File: src/rtl/lifegame_pkg.sv
// -----------------------------------------------------------------------------
// lifegame_pkg
// Shared constants and types for the Game-of-Life board blocks.
//   LFSR_W          width of the external pseudo-random generator word
//   CELLS_PER_WORD  board cells packed into one memory word
//   seeder_state_e  board_seeder FSM state encoding (also exported for debug)
//   seed_fix()      maps the all-zero LFSR lock-up seed to 16'h0001
// -----------------------------------------------------------------------------
package lifegame_pkg;

   localparam int LFSR_W         = 16;
   localparam int CELLS_PER_WORD = 16;

   typedef enum logic [2:0] {
      ST_IDLE  = 3'd0,
      ST_LOAD  = 3'd1,
      ST_FETCH = 3'd2,
      ST_WRITE = 3'd3,
      ST_FIN   = 3'd4
   } seeder_state_e;

   // An all-zero seed would freeze the LFSR forever, so substitute 1.
   function automatic logic [LFSR_W-1:0] seed_fix(input logic [LFSR_W-1:0] s);
      return (s == '0) ? LFSR_W'(1) : s;
   endfunction

endpackage

File: src/rtl/board_seeder.sv
// -----------------------------------------------------------------------------
// board_seeder
// Fills the Game-of-Life board memory with pseudo-random cells taken from an
// external 16-bit LFSR. One start request seeds the LFSR, then writes every
// board word once, in address order, and pulses done.
//
// Parameters
//   ROWS, COLS   board size in cells (COLS a multiple of 16)
// Ports
//   clk          clock, rising edge
//   rst_n        asynchronous active-low reset
//   start        one-cycle seeding request (ignored unless idle)
//   seed         LFSR seed, sampled with start
//   lfsr_load    load strobe to the external LFSR (2 cycles)
//   lfsr_seed    seed value presented to the LFSR
//   lfsr_word    current LFSR output word
//   wr_valid     board write request
//   wr_ready     board memory accepts the write
//   wr_addr      word address, row-major
//   wr_data      16 cell states, bit i = cell addr*16+i, 1 = alive
//   busy         seeding in progress
//   done         one-cycle pulse after the last word is accepted
//   dbg_state_o  current FSM state, for observation only
//
// Handshake: a write transfers on a cycle where wr_valid && wr_ready are both
// high; while wr_valid is high and wr_ready low, wr_addr and wr_data hold.
//
// Build option: define BOARD_SEEDER_DENSITY25_EN to write the AND of two
// consecutive LFSR words (about 25 % live cells) instead of one word (50 %).
// -----------------------------------------------------------------------------
module board_seeder
   import lifegame_pkg::*;
#(
   parameter  int ROWS  = 32,
   parameter  int COLS  = 32,
   localparam int WORDS = ROWS * COLS / CELLS_PER_WORD,
   localparam int AW    = (WORDS > 1) ? $clog2(WORDS) : 1
) (
   input  logic              clk,
   input  logic              rst_n,
   input  logic              start,
   input  logic [LFSR_W-1:0] seed,
   output logic              lfsr_load,
   output logic [LFSR_W-1:0] lfsr_seed,
   input  logic [LFSR_W-1:0] lfsr_word,
   output logic              wr_valid,
   input  logic              wr_ready,
   output logic [AW-1:0]     wr_addr,
   output logic [LFSR_W-1:0] wr_data,
   output logic              busy,
   output logic              done,
   output seeder_state_e     dbg_state_o
);

   localparam logic [AW-1:0] LAST_ADDR = AW'(WORDS - 1);

   seeder_state_e     state_q;
   logic              load_cnt_q;   // second LOAD cycle marker
   logic              lfsr_load_q;
   logic [LFSR_W-1:0] lfsr_seed_q;
   logic              wr_valid_q;
   logic [AW-1:0]     wr_addr_q;
   logic [LFSR_W-1:0] wr_data_q;
   logic              busy_q;
   logic              done_q;
`ifdef BOARD_SEEDER_DENSITY25_EN
   logic              fetch_second_q; // first of the two words already held
   logic [LFSR_W-1:0] word_q;
`endif

   // Single-process FSM; every output is a register updated on the
   // transition into the state that owns it.
   always_ff @(posedge clk or negedge rst_n) begin
      if (!rst_n) begin
         state_q        <= ST_IDLE;
         load_cnt_q     <= 1'b0;
         lfsr_load_q    <= 1'b0;
         lfsr_seed_q    <= '0;
         wr_valid_q     <= 1'b0;
         wr_addr_q      <= '0;
         wr_data_q      <= '0;
         busy_q         <= 1'b0;
         done_q         <= 1'b0;
`ifdef BOARD_SEEDER_DENSITY25_EN
         fetch_second_q <= 1'b0;
         word_q         <= '0;
`endif
      end else begin
         case (state_q)
            ST_IDLE: begin
               if (start) begin
                  state_q     <= ST_LOAD;
                  lfsr_seed_q <= seed_fix(seed);
                  lfsr_load_q <= 1'b1;
                  load_cnt_q  <= 1'b0;
                  wr_addr_q   <= '0;
                  busy_q      <= 1'b1;
               end
            end

            ST_LOAD: begin
               if (load_cnt_q) begin
                  state_q     <= ST_FETCH;
                  lfsr_load_q <= 1'b0;
`ifdef BOARD_SEEDER_DENSITY25_EN
                  fetch_second_q <= 1'b0;
`endif
               end else begin
                  load_cnt_q <= 1'b1;
               end
            end

            ST_FETCH: begin
`ifdef BOARD_SEEDER_DENSITY25_EN
               if (!fetch_second_q) begin
                  word_q         <= lfsr_word;
                  fetch_second_q <= 1'b1;
               end else begin
                  wr_data_q  <= word_q & lfsr_word;
                  wr_valid_q <= 1'b1;
                  state_q    <= ST_WRITE;
               end
`else
               wr_data_q  <= lfsr_word;
               wr_valid_q <= 1'b1;
               state_q    <= ST_WRITE;
`endif
            end

            ST_WRITE: begin
               if (wr_ready) begin
                  wr_valid_q <= 1'b0;
                  if (wr_addr_q == LAST_ADDR) begin
                     // Last word accepted: address wraps for the next run.
                     wr_addr_q <= '0;
                     busy_q    <= 1'b0;
                     done_q    <= 1'b1;
                     state_q   <= ST_FIN;
                  end else begin
                     wr_addr_q <= wr_addr_q + AW'(1);
                     state_q   <= ST_FETCH;
`ifdef BOARD_SEEDER_DENSITY25_EN
                     fetch_second_q <= 1'b0;
`endif
                  end
               end
            end

            ST_FIN: begin
               // start is deliberately not looked at here.
               done_q  <= 1'b0;
               state_q <= ST_IDLE;
            end

            default: begin
               state_q     <= ST_IDLE;
               lfsr_load_q <= 1'b0;
               wr_valid_q  <= 1'b0;
               busy_q      <= 1'b0;
               done_q      <= 1'b0;
            end
         endcase
      end
   end

   assign lfsr_load   = lfsr_load_q;
   assign lfsr_seed   = lfsr_seed_q;
   assign wr_valid    = wr_valid_q;
   assign wr_addr     = wr_addr_q;
   assign wr_data     = wr_data_q;
   assign busy        = busy_q;
   assign done        = done_q;
   assign dbg_state_o = state_q;

endmodule

File: config.mk
export PLATFORM = sky130hd
export DESIGN_NAME = board_seeder
export DESIGN_NICKNAME = d
export VERILOG_FILES = /design/src/rtl/lifegame_pkg.sv /design/src/rtl/board_seeder.sv
export SDC_FILE = /design/constraint.sdc
export NUM_CORES = 1
export LEC_CHECK = 0
export ABC_CLOCK_PERIOD_IN_PS = 1600
export BUFFER_PORTS_ARGS = -buffer_cell sky130_fd_sc_hd__buf_2
export CAP_MARGIN = 10
export CORE_MARGIN = 2
export CORE_UTILIZATION = 37
export CTS_CLUSTER_DIAMETER = 80
export DETAILED_ROUTE_END_ITERATION = 12
export PLACE_DENSITY = 0.71
export RECOVER_POWER = 25
export SYNTH_ARGS = -nofsm -noshare
export SYNTH_HDL_FRONTEND = slang
export SYNTH_SLANG_ARGS = --single-unit
File: constraint.sdc
create_clock -name clk -period 1.6 [get_ports clk]
set_clock_uncertainty 0.2 [all_clocks]
set_input_delay 0.16 -clock clk [delete_from_list [all_inputs] [get_ports clk]]
set_output_delay 0.16 -clock clk [all_outputs]
set_load 0.05 [all_outputs]
Yosys cells after proc, flatten, opt, wreduce, memory -nomap -nowiden
Index checks and enable logic that the tools add are counted.

Bits in registers: 46. Output and inout bits: 45. Input bits: 36. Logic and storage cells: 62.

Equality and inequality tests: 9. Add/subtract/negate cells: 1. Bitwise gates (word level): 4. Reduce and logical (&&, ||, !) cells: 16. Mux-type cells: 23.

Operators by type and width (number): $mux 6 (3); $logic_not 16->1 (1); $mux 16 (1); $mux 3 (4); $pmux 3 s4 (1); $pmux 6 s2 (1); $reduce_and 3->1 (4); $reduce_or 3->1 (4); $pmux 1 s3 (3); $mux 1 (8); $ne 2x2->1 const B (4); $add 6x1->6 const B (1); $eq 3x2->1 const B (2); $eq 6x6->1 const B (1); $reduce_and 2->1 (3); $not 1->1 (4); $pmux 1 s2 (2); $reduce_and 4->1 (1); $reduce_bool 2->1 (2); $eq 3x1->1 const B (1); $eq 3x3->1 const B (1); $logic_not 3->1 (1).

Longest topological paths before layout
Gate-level depths: netlist of the first run.

Depth in word-level cells: 4. Gate-level depth with buffers: 5.

Least setup slack after synthesis of the first run
OpenSTA, ideal clock, no wires.

Kind: reg2reg. Start: register state_q[1], in the netlist dbg_state_o[1]. End: register wr_data_q[10], in the netlist wr_data[10]. Path buffers: 2. Path slack: -0.402 ns. Required time: 1.275 ns. Data arrival time: 1.677 ns. Setup time: 0.125 ns. Cell stages (with the launch flop): 6. Cells stage by stage: dfrtp_1 -> buf_6 -> inv_2 -> nor3_4 -> buf_6 -> mux2_4.

Longest elaborated chain between the ends: 1.

Ends and longest elaborated chain: start: declaration (RTL line board_seeder.sv:57) `seeder_state_e state_q;`; start signal: assignment (RTL line board_seeder.sv:75) `state_q <= ST_IDLE;`; start signal: assignment (RTL line board_seeder.sv:92) `state_q <= ST_LOAD;`; start signal: assignment (RTL line board_seeder.sv:103) `state_q <= ST_FETCH;`; $eq 3x2->1 (RTL line board_seeder.sv:89) `case (state_q)`; end signal: assignment (RTL line board_seeder.sv:124) `wr_data_q <= lfsr_word;`; end: declaration (RTL line board_seeder.sv:63) `logic [LFSR_W-1:0] wr_data_q;`.

Every way passes these cells. A chain may end at the register's enable or synchronous reset.

Worst setup path in the final report of the first run
Start: register state_q[0], in the netlist dbg_state_o[0]. End: register lfsr_seed_q[2], in the netlist lfsr_seed[2].

Longest elaborated chain between the ends: 2.

Ends and longest elaborated chain: $logic_not 3->1 (RTL line board_seeder.sv:89); $reduce_and 2->1 (no line); end signal: assignment (RTL line board_seeder.sv:93) `lfsr_seed_q <= seed_fix(seed);`; end: declaration (RTL line board_seeder.sv:60) `logic [LFSR_W-1:0] lfsr_seed_q;`.

Every way passes these cells.

==> results of run 1 <==
[power by group through the flow]
stage	registers (uW)	logic, uW	clock network, uW
after global routing	2150	4230	1130
after CTS	2070	3750	1090
final	2080	4050	1050
after floorplan	3900	1000	0
after global placement	2070	3640	0
after detailed placement	2070	3700	0
[metrics by stage]
step | TNS (ns) | std cells | hold WS, ns
after global placement | -0.00200 | 299 | -0.0396
final | -0.478 | 349 | 0.0334
after global routing | -1.45 | 349 | 0.0387
after detailed placement | -0.232 | 299 | -0.0397
after CTS | -0.303 | 339 | -0.104
after floorplan | -7.40 | 147 | -0.336
[worst max-delay path, cell delays in order, from the launching register on]
cell       delay, ns
dfrtp_2         0.44
nor4b_4         0.28
buf_6           0.16
clkbuf_16       0.15
mux2_4          0.30
[cell usage in the layout, fill, tap and decap left out, types with 2 or more instances in the layout]
cell type      instances
buf_12                 2
o21ai_0                4
o21ai_1                4
nand3_1                5
buf_4                  8
nor2_1                 3
buf_2                 79
nor4_1                 3
buf_6                  5
dfrtp_1               40
bufinv_16              2
dlygate4sd3_1         33
mux2_4                30
nor2_2                 2
nor3_1                 3
clkbuf_16              2
nand4_1                2
a21oi_1                5
dfrtp_2                6
clkbuf_8               6
nand2_1               10
[what timing repair did]
item | 4_1_cts | 5_1_grt
buffers inserted | 0 | 7
gates cloned | 0 | 2
gates resized for setup | 1 | 29
pin swaps | 0 | 3
hold buffers | 32 | 1
setup endpoints to repair | 15 | 22
endpoints found under the hold margin | 78 | 2
[registers in the layout, indices dropped and copies added, names as in the netlist]
signal	cells
dbg_state_o	3
lfsr_seed	16
lfsr_load	1
wr_data	16
busy	1
done	1
wr_valid	1
load_cnt_q	1
wr_addr	6
[how the worst max path moves through the flow]
stage	from	depth (start not counted)	slack (ns)	end
6_report	dbg_state_o[0]	4	-0.04	lfsr_seed[2]
5_1_grt	dbg_state_o[0]	6	-0.08	wr_addr[3]
4_1_cts	dbg_state_o[0]	3	-0.03	lfsr_seed[4]
3_5_place_dp	dbg_state_o[0]	3	-0.03	lfsr_seed[4]
3_3_place_gp	dbg_state_o[0]	3	-0.001	lfsr_seed[10]
2_1_floorplan	dbg_state_o[1]	5	-0.26	wr_data[10]
[area by class of cell]
class                      count  area [um2]  area share
inverter                       3        13.8     0.00425
tap                           70        87.6      0.0270
timing repair buffer         130         940       0.290
multi-input combinational     92         896       0.277
clock inverter                 2        60.1      0.0185
sequential                    46        1160       0.358
clock buffer                   6        82.6      0.0255
[metal layers]
| layer | up-vias | global-route usage | wire, um | share of wire |
|---|---|---|---|---|
| li1 | 791 | - | - | - |
| met1 | 851 | 0.182 | 2140 | 0.40 |
| met2 | 54 | 0.289 | 2830 | 0.53 |
| met3 | 13 | 0.0488 | 232 | 0.043 |
| met4 | 0 | 0.0643 | 161 | 0.030 |
| met5 | - | 0 | 0 | 0 |
[cells by family (layout without fill, tap and decap cells)]
| group | Yosys count | after routing | share of synthesized area |
|---|---|---|---|
| compound gates | 22 | 22 | 0.0684 |
| xor+xnor | 1 | 1 | 0.00435 |
| fa+ha+maj | 1 | 1 | 0.00621 |
| buf+inv | 9 | 141 | 0.0360 |
| flops | 46 | 46 | 0.572 |
| mux | 32 | 32 | 0.197 |
| simple gates | 36 | 36 | 0.116 |
==> summary.md, run 1 <==
| Metric | Value |
|---|---|
| Yosys top cell area share | 0.572 |
| Slew HR | 0.588 |
| Setup WS post-layout | -0.0413 ns |
| Fill cells | 382 |
| Initial antenna violation count | 0 |
| DR WL/cell | 15.4 um |
| Asr flop ratio synth | 1.00 |
| Comb power frac | 0.563 |
| Core area | 0.00517 mm2 |
| Pin count of the biggest net entering global routing | 47 |
| Failing checks | setup timing |
| Distinct cells, synth | 36 |
| Flop pwr share | 0.290 |
| Final worst path period share | 1.03 |
| Total Nets Final | 315 |
| Die Span X | 77.8 um |
| Worst EP required | 1.59 ns |
| Via count | 1709 |
| Total global-route track usage | 0.163 |
| Hold Vio Cnt, Final | 0 |
| Most instantiated cells after synthesis | 46 x dfrtp_1, 15 x mux2_1, 10 x mux2_4, 10 x nand2_1, 8 x o21ai_0 |
| CTS tree | built |
| Later-pin clock latency in the skew report | 0.30 ns |
| Post-route ant nets | 0 |
| Vias per cell | 4.90 |
| Initial Util | 0.389 |
| Worst Hold Class | in2reg |
| Final Instance Area | 0.00324 mm2 |
| Pre-antenna DRT Iters | 4 |
| R2r setup slk | -0.04 ns |
| Yosys warnings | 0 |
| Die Height | 77.8 um |
| Finished Core Util | 0.626 |
| Rows | 26 |
| WS Path Type | reg2reg |
| Switching Share | 0.476 |
| Startpoint of the worst hold path | start |
| Total clock sinks | 46 |
| Critical path fanouts, max | 5 |
| Leakage Power | 0.00155 uW |
| Max IR drop VDD | 0.00123 V |
| Diode count | 0 |
| Number of global-route vias before repair | 1671 |
| Overall Power | 7180 uW |
| Reg-to-reg startpoint | dbg_state_o[0] |
| Worst-Margin Slew | 0.618 ns |
| Pins Over Slew Limit | 0 |
| Clock transition at the registers of the reported paths | 0.08 ns |
| Yosys top cell by area | dfrtp_1 |
| Seq cells post-synth | 46 |
| Max-cap violations | 0 |
| Synth Net Count | 184 |
| # IOs | 81 |
| # port buffers | 80 |
| Synth Instances | 147 |
| Top post-synthesis cells by area | dfrtp_1 57%, mux2_1 8.4%, mux2_4 7.5% |
| Unrepaired setup endpoints after global routing | yes |
| Synthesized area | 0.00201 mm2 |
| Switching power | 3420 uW |
| Achievable frequency | 609 MHz |
| Final setup viols | 19 |
| Critical Path AT | 1.63 ns |
| Global-route wire length before repair | 7690 um |
| Register area share after synthesis | 0.572 |
| Die Footprint | 0.00605 mm2 |
| Area delta synth->final | 60.8% |
| Placement Setup Slack | -0.0294 ns |
| Placed cell area | 0.00257 mm2 |
| Final period demand of the worst path | 1.64 ns |
| Hold Crit Depth | 3 |
| CTS buffer count | 5 |
| Layout cells sized above 1 | 0.556 |
| Iteration-0 DRC Markers | 46 |
| Min-Delay Endpoint | load_cnt_q |
| H-tree depth | 2 |
| Primary FF master, synth | dfrtp_1 |
| Cell-internal power | 3770 uW |
| R2R cell count | 4 |
| Gr ovfl total | 0 |
| EDFF count, synth | 0 |
| Crit Reg-Reg Endpoint | lfsr_seed[2] |
| Status | finished, violations left |
| Clock root buffer | clkbuf_8 |
| Critical Path Start Type | flip-flop |
| Pwr dens | 2220 mW/mm2 |
| Clock share of power | 0.147 |
| Post-DP HPWL | 3020 um |
| Gpl congestion | 0.841 |
| Cell with the most instances after synthesis | dfrtp_1 |
| CP endpoint kind | flip-flop |
| Syn Area/Cell | 13.7 um2 |
| DRC | 0 |
| CTS Buffer Depth | 2 |
| Final WL | 5360 um |
(Power assumes the default switching activity.)
==> run 2, diff against run 1 <==
--- a/config.mk
+++ b/config.mk
@@ -5,14 +5,14 @@
 export SDC_FILE = /design/constraint.sdc
 export NUM_CORES = 1
 export LEC_CHECK = 0
-export ABC_CLOCK_PERIOD_IN_PS = 1600
+export ABC_CLOCK_PERIOD_IN_PS = 2000
 export BUFFER_PORTS_ARGS = -buffer_cell sky130_fd_sc_hd__buf_2
 export CAP_MARGIN = 10
 export CORE_MARGIN = 2
 export CORE_UTILIZATION = 37
 export CTS_CLUSTER_DIAMETER = 80
 export DETAILED_ROUTE_END_ITERATION = 12
-export PLACE_DENSITY = 0.71
+export PLACE_DENSITY = 0.69
 export RECOVER_POWER = 25
 export SYNTH_ARGS = -nofsm -noshare
 export SYNTH_HDL_FRONTEND = slang
==> constraint.sdc (replaced) <==
create_clock -name clk -period 2 [get_ports clk]
set_clock_uncertainty 0.2 [all_clocks]
set_input_delay 0.2 -clock clk [delete_from_list [all_inputs] [get_ports clk]]
set_output_delay 0.2 -clock clk [all_outputs]
set_load 0.05 [all_outputs]
==> run 2 against run 1 <==
  * The flow now finishes without violations
  * Cell count is 3.4% lower
  * Register-to-register slack improved by 0.30 ns
  * Setup slack gained 0.30 ns
  * Hold slack better by 0.045 ns
  * Sequential power is 20% lower
  * Clock-buffer cell count is the same
  * Critical path type unchanged
  * Critical endpoint is now lfsr_seed[8]
==> summary.md, run 2 (same netlist as run 1, synthesis figures left out) <==
| Metric | Value |
|---|---|
| Hold Vio Cnt, Final | 0 (unchanged) |
| Final worst path period share | 0.872 (-0.154) |
| Post-cts resize count | 0 (-1) |
| # port buffers | 80 (unchanged) |
| Switching power | 2630 uW (-23%) |
| Die Span X | 77.8 um (unchanged) |
| CTS Buffer Depth | 2 (unchanged) |
| Gr ovfl total | 0 (unchanged) |
| Vias per cell | 4.83 (-1.4%) |
| M1 WL | 1880 um (-12%) |
| Total global-route track usage | 0.159 (-0.00453) |
| Setup TNS Final | 0 ns (+0.478 ns) |
| DRC | 0 (unchanged) |
| Total clock sinks | 46 (unchanged) |
| Post-route insts no fill | 337 (-3.4%) |
| Pwr dens | 1750 mW/mm2 (-21%) |
| Rows | 26 (unchanged) |
| Most common cell after layout, fill and taps aside | buf_2 |
| Cell-internal power | 2490 uW (-34%) |
| Clock share of power | 0.113 (-0.034) |
| Post-DP HPWL | 3100 um (+2.7%) |
| Met2 WL | 2370 um (-16%) |
| Worst EP required | 1.98 ns (+0.39 ns) |
| Pin count of the biggest net entering global routing | 32 (-32%) |
| Max-cap violations | 0 (unchanged) |
| Achievable frequency | 574 MHz (-5.9%) |
| Layout cells sized above 1 | 0.427 (-0.129) |
| CTS buffer count | 5 (unchanged) |
| WS Path Type | reg2reg |
| Min-Delay Endpoint | load_cnt_q |
| Core area | 0.00517 mm2 (unchanged) |
| Placed cell area | 0.00250 mm2 (-2.5%) |
| Reg-to-reg startpoint | dbg_state_o[2] |
| Initial antenna violation count | 0 (unchanged) |
| Leakage Power | 0.00139 uW (-10%) |
| Post-route ant nets | 0 (unchanged) |
| Final Instance Area | 0.00292 mm2 (-9.7%) |
| Initial Util | 0.389 (unchanged) |
| Global-route wire length before repair | 7600 um (-1.3%) |
| Critical path fanouts, max | 21 (+16) |
| R2r setup slk | 0.26 ns (+0.30 ns) |
| Flop pwr share | 0.324 (+0.034) |
| Commonest cells after routing, fill and taps aside | 74 x buf_2, 45 x dfrtp_1, 33 x dlygate4sd3_1 |
| Later-pin clock latency in the skew report | 0.29 ns (about the same) |
| # IOs | 81 (unchanged) |
| H-tree depth | 2 (unchanged) |
| Placed Cells | 296 (-1.0%) |
| Finished Core Util | 0.565 (-0.0610) |
| Hold Crit Depth | 3 (unchanged) |
| Number of global-route vias before repair | 1674 (+0.18%) |
| Slew HR | 0.499 (-0.0895) |
| Clock transition at the registers of the reported paths | 0.08 ns (about the same) |
| Worst Hold Class | in2reg |
| Comb power frac | 0.563 (about the same) |
| Startpoint of the worst hold path | start |
| Top Layer Used | met4 |
| Via count | 1627 (-4.8%) |
| Iteration-0 DRC Markers | 78 (+70%) |
| DR WL/cell | 13.7 um (-11%) |
| Pre-antenna DRT Iters | 4 (unchanged) |
| Die Height | 77.8 um (unchanged) |
| Switching Share | 0.513 (+0.0371) |
| Final period demand of the worst path | 1.74 ns (+0.102 ns) |
| Critical Path AT | 1.72 ns (+0.09 ns) |
| Unrepaired setup endpoints after global routing | no |
| Die Footprint | 0.00605 mm2 (unchanged) |
| Overall Power | 5120 uW (-29%) |
| CTS tree | built |
| Max IR drop VDD | 0.000852 V (-31%) |
| Total Nets Final | 303 (-3.8%) |
| Pins Over Slew Limit | 0 (unchanged) |
| R2R cell count | 3 (-1) |
| Critical Path Start Type | flip-flop |
| Gpl congestion | 0.810 (-3.7%) |
| Met3 wire length | 192 um (-17%) |
| Area delta synth->final | 45.2% |
| CP endpoint kind | flip-flop |
| Status | finished clean |
| Post-CTS Setup Repair Bufs | 0 (unchanged) |
| Worst-Margin Slew | 0.752 ns (+0.134 ns) |
| Final WL | 4620 um (-14%) |
| Crit Reg-Reg Endpoint | lfsr_seed[8] |
| Clock root buffer | clkbuf_8 |
| Diode count | 0 (unchanged) |
| Final setup viols | 0 (-19) |
run 2: power groups by stage:
stage	Clock [uW]	Sequential [uW]	Combinational, uW
5_1_grt	644	1730	3010
6_report	580	1660	2880
3_3_place_gp	0	1660	2830
4_1_cts	605	1660	2910
3_5_place_dp	0	1670	2860
2_1_floorplan	0	3100	773
run 2: how the worst max path moves through the flow:
stage              startpoint             to  cells after the start
2_1_floorplan  dbg_state_o[2]  lfsr_seed[10]                      4
3_3_place_gp   dbg_state_o[2]   lfsr_seed[1]                      3
3_5_place_dp   dbg_state_o[2]   lfsr_seed[8]                      3
4_1_cts        dbg_state_o[2]   lfsr_seed[4]                      3
5_1_grt        dbg_state_o[2]     wr_addr[5]                      5
6_report       dbg_state_o[2]   lfsr_seed[8]                      3
run 2: stage by stage:
stage          hold slack [ns]  setup WS (ns)
6_report                0.0786          0.256
5_1_grt                 0.0731          0.159
4_1_cts                 0.0663          0.253
3_5_place_dp            0.0852          0.251
3_3_place_gp            0.0742          0.294
2_1_floorplan           -0.296        0.00972
run 2: final cells by class:
cell class,instances,area (um2)
Fill cell,437,2250
Sequential cell,46,1150
Multi-Input combinational cell,92,790
Timing Repair Buffer,118,787
Tap cell,70,87.6
Clock buffer,6,82.6
Clock inverter,2,12.5
Inverter,3,11.3
run 2: routing by layer:
metal | vias to the layer above | global-route usage
li1 | 773 | -
met1 | 784 | 0.182
met5 | - | 0
met3 | 16 | 0.0291
met4 | 0 | 0.105
met2 | 54 | 0.269
run 2: worst max-delay path, stage by stage (launching register included):
cell	delay, ns
dfrtp_1	0.51
nor4b_4	0.37
buf_12	0.21
mux2_1	0.34
run 2: repair_timing:
item                                    in CTS  in global routing
endpoints found under the hold margin       61                  0
endpoints found under the setup margin       0                  0
hold buffers                                33                  0
